<file path="config.mk">
export PLATFORM = sky130hd
export DESIGN_NAME = regfile_param
export DESIGN_NICKNAME = d
export VERILOG_FILES = /design/src/rtl/regfile_param.sv
export SDC_FILE = /design/constraint.sdc
export NUM_CORES = 2
export LEC_CHECK = 0
export BUFFER_PORTS_ARGS = -buffer_cell sky130_fd_sc_hd__buf_2
export CAP_MARGIN = 0
export CORE_MARGIN = 3
export CORE_UTILIZATION = 40
export DETAILED_ROUTE_END_ITERATION = 7
export PLACE_DENSITY_LB_ADDON = 0.12
export SYNTH_ARGS = -nofsm -noshare
export SYNTH_HDL_FRONTEND = slang
export SYNTH_SLANG_ARGS = --single-unit
</file>
<file path="constraint.sdc">
create_clock -name clock -period 6.3 [get_ports clock]
set_input_delay 1.89 -clock clock [delete_from_list [all_inputs] [get_ports clock]]
set_output_delay 1.89 -clock clock [all_outputs]
set_load 0.05 [all_outputs]
</file>
<file path="src/rtl/regfile_param.sv">
// +-----------------------------------------------------------------------+
// | regfile_param: 2R/1W register file, r0 hardwired to zero, write       |
// | bypass, tap output and a ready/valid full-array dump stream.           |
// | Revision: 1.0                                                          |
// +-----------------------------------------------------------------------+
`default_nettype none

module regfile_param #(
  parameter int DATA_WIDTH = 32,
  parameter int ADDR_WIDTH = 5,
  parameter int TAP_REG    = 29
) (
  input  logic                  clock,
  input  logic                  ctrl_reset,
  input  logic                  ctrl_writeEnable,
  input  logic [ADDR_WIDTH-1:0] ctrl_writeReg,
  input  logic [DATA_WIDTH-1:0] data_writeReg,
  input  logic [ADDR_WIDTH-1:0] ctrl_readRegA,
  input  logic [ADDR_WIDTH-1:0] ctrl_readRegB,
  output logic [DATA_WIDTH-1:0] data_readRegA,
  output logic [DATA_WIDTH-1:0] data_readRegB,
  output logic [DATA_WIDTH-1:0] tap_data,
  input  logic                  dump_start,
  output logic                  dump_valid,
  input  logic                  dump_ready,
  output logic [ADDR_WIDTH-1:0] dump_addr,
  output logic [DATA_WIDTH-1:0] dump_data,
  output logic                  dump_busy
);

  localparam int                    DEPTH     = 1 << ADDR_WIDTH;
  localparam logic [ADDR_WIDTH-1:0] LAST_ADDR = {ADDR_WIDTH{1'b1}};
  localparam logic [ADDR_WIDTH-1:0] ADDR_ONE  = ADDR_WIDTH'(1);
  localparam logic [ADDR_WIDTH-1:0] TAP_IDX   = ADDR_WIDTH'(TAP_REG);

  typedef enum logic [0:0] {
    IDLE = 1'b0,
    SEND = 1'b1
  } dump_state_t;

  logic [DATA_WIDTH-1:0] regs [DEPTH];
  dump_state_t           state;
  dump_state_t           state_next;
  logic                  transfer;
  logic [ADDR_WIDTH-1:0] next_addr;
  logic [DATA_WIDTH-1:0] next_data;

  // Register array; address 0 is never written so it stays at its reset value.
  always_ff @(posedge clock) begin
    if (ctrl_reset) begin
      for (int i = 0; i < DEPTH; i++) begin
        regs[i] <= '0;
      end
    end else if (ctrl_writeEnable && (ctrl_writeReg != '0)) begin
      regs[ctrl_writeReg] <= data_writeReg;
    end
  end

  always_comb begin
    data_readRegA = regs[ctrl_readRegA];
    if (ctrl_readRegA == '0) begin
      data_readRegA = '0;
    end else if (ctrl_writeEnable && (ctrl_writeReg == ctrl_readRegA)) begin
      data_readRegA = data_writeReg;
    end
  end

  always_comb begin
    data_readRegB = regs[ctrl_readRegB];
    if (ctrl_readRegB == '0) begin
      data_readRegB = '0;
    end else if (ctrl_writeEnable && (ctrl_writeReg == ctrl_readRegB)) begin
      data_readRegB = data_writeReg;
    end
  end

  // Tap reads stored contents only, so it lags a write by one cycle.
  generate
    if (TAP_REG == 0) begin : g_tap_zero
      assign tap_data = '0;
    end else begin : g_tap_reg
      assign tap_data = regs[TAP_IDX];
    end
  endgenerate

  // Dump fetch path: the next beat sees a same-edge write to its address.
  always_comb begin
    next_addr = dump_addr + ADDR_ONE;
    next_data = regs[next_addr];
    if (next_addr == '0) begin
      next_data = '0;
    end else if (ctrl_writeEnable && (ctrl_writeReg == next_addr)) begin
      next_data = data_writeReg;
    end
  end

  always_ff @(posedge clock) begin
    if (ctrl_reset) begin
      state <= IDLE;
    end else begin
      state <= state_next;
    end
  end

  always_comb begin
    state_next = state;
    transfer   = 1'b0;
    case (state)
      IDLE: begin
        if (dump_start) begin
          state_next = SEND;
        end
      end
      SEND: begin
        transfer = dump_ready;
        if (dump_ready && (dump_addr == LAST_ADDR)) begin
          state_next = IDLE;
        end
      end
      default: state_next = IDLE;
    endcase
  end

  always_ff @(posedge clock) begin
    if (ctrl_reset) begin
      dump_addr <= '0;
      dump_data <= '0;
    end else if ((state == IDLE) && dump_start) begin
      dump_addr <= '0;
      dump_data <= '0;
    end else if (transfer && (dump_addr != LAST_ADDR)) begin
      dump_addr <= next_addr;
      dump_data <= next_data;
    end
  end

  assign dump_valid = (state == SEND);
  assign dump_busy  = (state != IDLE);

endmodule

`default_nettype wire

</file>
# Word level (Yosys, flattened, before mapping)
# Memories as Yosys holds them, arrays and structs flattened. A register that Yosys moved wholly into a read port is not among the register bits.
# Cells that the tools add are included.
dict set report word_totals {
  ram_bits 1024
  ff_bits 6
  mem_count 1
  elab_cells 36
  in_bits 52
}
# memory words word_bits read_ports rd_clocked_by_memory_dff wr line_no
set mem_list {}
lappend mem_list {regs 32 32 4 1 32 41} ;# logic [DATA_WIDTH-1:0] regs [DEPTH];
dict set report classes {
  n_mux 16
  addsub 1
  eq_ne 4
  bitwise_logic 1
  n_reduce_logical 11
}
# cell count
set op_table {}
lappend op_table {{2-to-1 mux 32 bit} 5}
lappend op_table {{OR reduction 32 bit} 1}
lappend op_table {{== test 5 bit} 2}
lappend op_table {{logical NOT 5 bit} 2}
lappend op_table {{2-to-1 mux 1 bit} 9}
lappend op_table {{logical AND 1 bit} 6}
lappend op_table {{adder 5 x 1 -> 5 bit (second input constant)} 1}
lappend op_table {{== test 5 bit (second input constant)} 1}
lappend op_table {{2-to-1 mux 5 bit} 1}
lappend op_table {{inequality test 5 bit (second input constant)} 1}
lappend op_table {{nonzero test 5 bit} 1}
lappend op_table {{one-hot mux 1 bit (2 select lines)} 1}
lappend op_table {{OR reduction 2 bit} 1}
lappend op_table {{NOT 1 bit} 1}

# Logic depth before layout (Yosys ltp)
dict set report logic_depth {
  ltp_word 7
  mapped_depth 10
  depth_no_buf 8
}

# Worst setup path before layout
# Ideal clock, no wire load.
dict set report synth_path {
  kind {in2out}
  start {in ctrl_readRegB[0]}
  end {out data_readRegB[26]}
  path_buffers 4
  stages 8
  required_ns 4.410
  arrival_time_ns 4.291
  path_slack_ns 0.119
  path_cell_list {buf_2 > buf_2 > buf_4 > buf_2 > mux2i_1 > a221oi_1 > a21oi_1 > o32ai_1}
}
dict set report synth_via {
  elab_chain_cells 4
  elab_cells_between_ends 6
}
# item line_no
set synth_lines {}
lappend synth_lines {{start, declared} 19} ;# input logic [ADDR_WIDTH-1:0] ctrl_readRegB,
lappend synth_lines {{branches (longest 3 deep; another with memory (32 x 32 bit))} --}
lappend synth_lines {{2-to-1 mux 32 bit (*)} 70} ;# if (ctrl_readRegB == '0) begin
lappend synth_lines {{end, declared} 21} ;# output logic [DATA_WIDTH-1:0] data_readRegB,
# Mark *: on every way between the ends.

# Worst setup path in the final report
dict set report layout_path {
  start {in ctrl_readRegB[4]}
  end {out data_readRegB[5]}
}
# The elaborated chain is that of the path after synthesis.

==> run_results.csv <==
group,metric,value,unit
run_status,status,"finished with violations",
run_status,violations,"setup timing",
floorplanning,io_pins,187,
floorplanning,die_h,410,µm
clocking,clk_pin_slew,0.06,ns
timing,timing.hold.ws,0.549,ns
clocking,clock_latency,0.77,ns
timing,setup_violations,6,
placed_design,port_buffers,186,
routing,viasPerCell,6.96,
cells_and_area,syn2layout_area_growth,15.9,%
worst_setup_path,reg2reg_slack,2.71,ns
placed_design,dp_slack,-0.249,ns
routing,wl_per_cell,42.6,µm
yosys,synth.distinct_cells,60,
cells_and_area,nets,4842,
timing,fmax,158,MHz
timing,setup_ws,-0.0466,ns
yosys,yosysTopAreaCell,"edfxtp_1",
timing,tightest_slew,1.26,ns
timing,layout_min_cycle_time,6.35,ns
clocking,cts_tree,"built",
global_route,grt_pass1_wl,406000,µm
clocking,numCtsBuffers,131,
routing,drtIter0Drc,8807,
routing,drt_first_pass_iters,6,
timing,finalCritPeriodShare,101,%
power,power_per_cell_area,261,mW/mm²
power,p_leak,25.8,nW
global_route,grt_pass1_vias,47100,
routing,ant_nets,0,
worst_hold_path,hp-class,"flop to flop",
floorplanning,coreArea,0.161,mm²
cells_and_area,multiInputGateArea,0.0317,mm²
routing,drcViolationCount,0,
worst_setup_path,criticalPathCategory,"input pin to output port",
yosys,ys_seq_elements,1062,
run,cap_violations,0,
clocking,clockBufferDepth,3,
yosys,synth_edf_count,1024,
routing,routed_wl,301000,µm
global_route,antenna_found_initial,38,
placed_design,place.gp.congestion,0.912,
power,power.total,19.7,mW
global_route,grt_max_degree,98,
yosys,yosysTopAreaCellShare,47.2,%
floorplanning,dieArea,0.168,mm²
global_route,grt-ovfl-total,0,
yosys,synth_area_leaders,"edfxtp_1, mux4_2, and2_1",
global_route,grt_usage,35.4,%
timing,hold_violations,0,
timing,timing.setup.tns,-0.137,ns
yosys,postSynthCellCount,4635,
timing,relSlewSlack,15.9,%
yosys,yosysWarnings,0,
global_route,busiest_layer,"met2",
worst_setup_path,worstSetupStartpointType,"input pin",
clocking,root_buffer,"clkbuf_16",
global_route,met3_usage,10.1,%
routing,dr_total_vias,49200,
floorplanning,rows,147,
cells_and_area,seq_area,0.0315,mm²
cells_and_area,instances_no_fill,7067,
yosys,async_flop_share,0,%
timing,grt_setup_unrepaired,"true",
worst_setup_path,cp.required,4.41,ns
worst_setup_path,path_max_fanout,7,
clocking,htree_levels,4,
worst_setup_path,crit_path_end_kind,"output port",
timing,clock_skew,0.0239,ns
power,ir_worst_vdd,0.270,mV
yosys,synth.avg_cell_area,14.1,µm²
floorplanning,start_util,40.4,%
global_route,grtUsageMet1,47.5,%
yosys,synth_seq_area_share,48.4,%
clocking,cts_num_sinks,1062,
timing,slew_violations,0,
global_route,grtUsageMet2,52.3,%
floorplanning,die_w,410,µm
yosys,synthFlopType,"edfxtp_1",
cells_and_area,fillers,14200,
placed_design,hpwl,183000,µm
placed_design,dpl.cell_count,6815,
yosys,synth_area,0.0652,mm²
worst_setup_path,arrival,4.46,ns
clocking,holdBufCountCts,0,
cells_and_area,drive_above_1_share,31.6,%
[critical path, stage by stage]
cell	delay [ns]
buf_4	0.18
inv_1	0.39
nand2_1	0.58
o22ai_1	0.44
a31oi_1	0.08
a21oi_1	0.64
buf_12	0.22
[routing by layer]
layer  up-vias  wire length [µm]
met1     25700            111000
met5         -                38
li1      18500                 -
met4         6             18700
met2      4241            132000
met3       813             39300
[layout by cell type (no fill, tap or decap), drive strengths merged, types with 54 or more instances in the layout]
cell type,count
mux4,733
o21ai,80
o22ai,57
and2,934
nor3,86
edfxtp,1024
nand2,248
buf,518
nor2,108
a21oi,54
mux2i,244
nand3,72
clkbuf,184
[sequential cells by signal, indices dropped and copies added (netlist names)]
name	cells
regs	1024
dump_data	32
dump_busy	1
dump_addr	5
[per-stage QoR]
stage / instance area [µm²] / util, %
final: 75500 / 46.9
after CTS: 75400 / 46.8
after global routing: 75500 / 46.9
after detailed placement: 71200 / 44.2
after floorplan: 65300 / -
after global placement: 71200 / 44.2
[area by class of cell]
class	count	area share, %
Tap cell	2160	3.58
Timing Repair Buffer	521	7.08
Sequential cell	1062	41.7
Inverter	6	0.0298
Multi-Input combinational cell	3066	42.0
Clock buffer	181	4.91
Antenna cell	16	0.0530
Clock inverter	55	0.618
[logic make-up after synthesis]
logic type | synth area share [%]
AND/OR/NAND/NOR | 13.8
adder cells (fa/ha/maj) | 0.0384
buffers and inverters | 3.82
AO/OA/AOI/OAI | 4.55
flip-flops | 48.4
other | 0.00576
multiplexers | 29.1
XOR/XNOR | 0.307
[cell usage after synthesis, drive strengths merged, types with 2 or more instances]
library cell,count
a211oi,40
a21oi,54
a221o,32
a221oi,48
a22oi,11
a311oi,2
a31oi,45
a32oi,40
and2,934
and3,3
buf,215
clkbuf,317
dfxtp,38
edfxtp,1024
ha,2
inv,6
mux2i,244
mux4,733
nand2,248
nand2b,3
nand3,72
nand3b,16
nand4,33
nor2,108
nor2b,48
nor3,86
nor3b,4
nor4,4
o2111a,2
o211ai,4
o21a,6
o21ai,80
o22ai,57
o32ai,3
or2,35
or3,3
or3b,2
xnor2,8
xor2,14
[repair_timing]
item	CTS	global route
resized for setup	14	13
endpoints found under the setup margin	17	14
setup buffers	0	0
[final timing paths]
path	end	cells past startpoint	startpoint
max	data_readRegB[5]	7	ctrl_readRegB[4]
min	dump_busy	1	dump_busy
max reg2reg	dump_data[16]	7	dump_addr[0]
min reg2reg	dump_busy	1	dump_busy
[report_power, final]
group / switching [mW] / internal (mW)
logic: 2.16 / 1.49
registers: 0.318 / 8.14
clock network: 3.15 / 4.43
total: 5.63 / 14.1
Note: power is estimated with default switching activity, not from simulation.
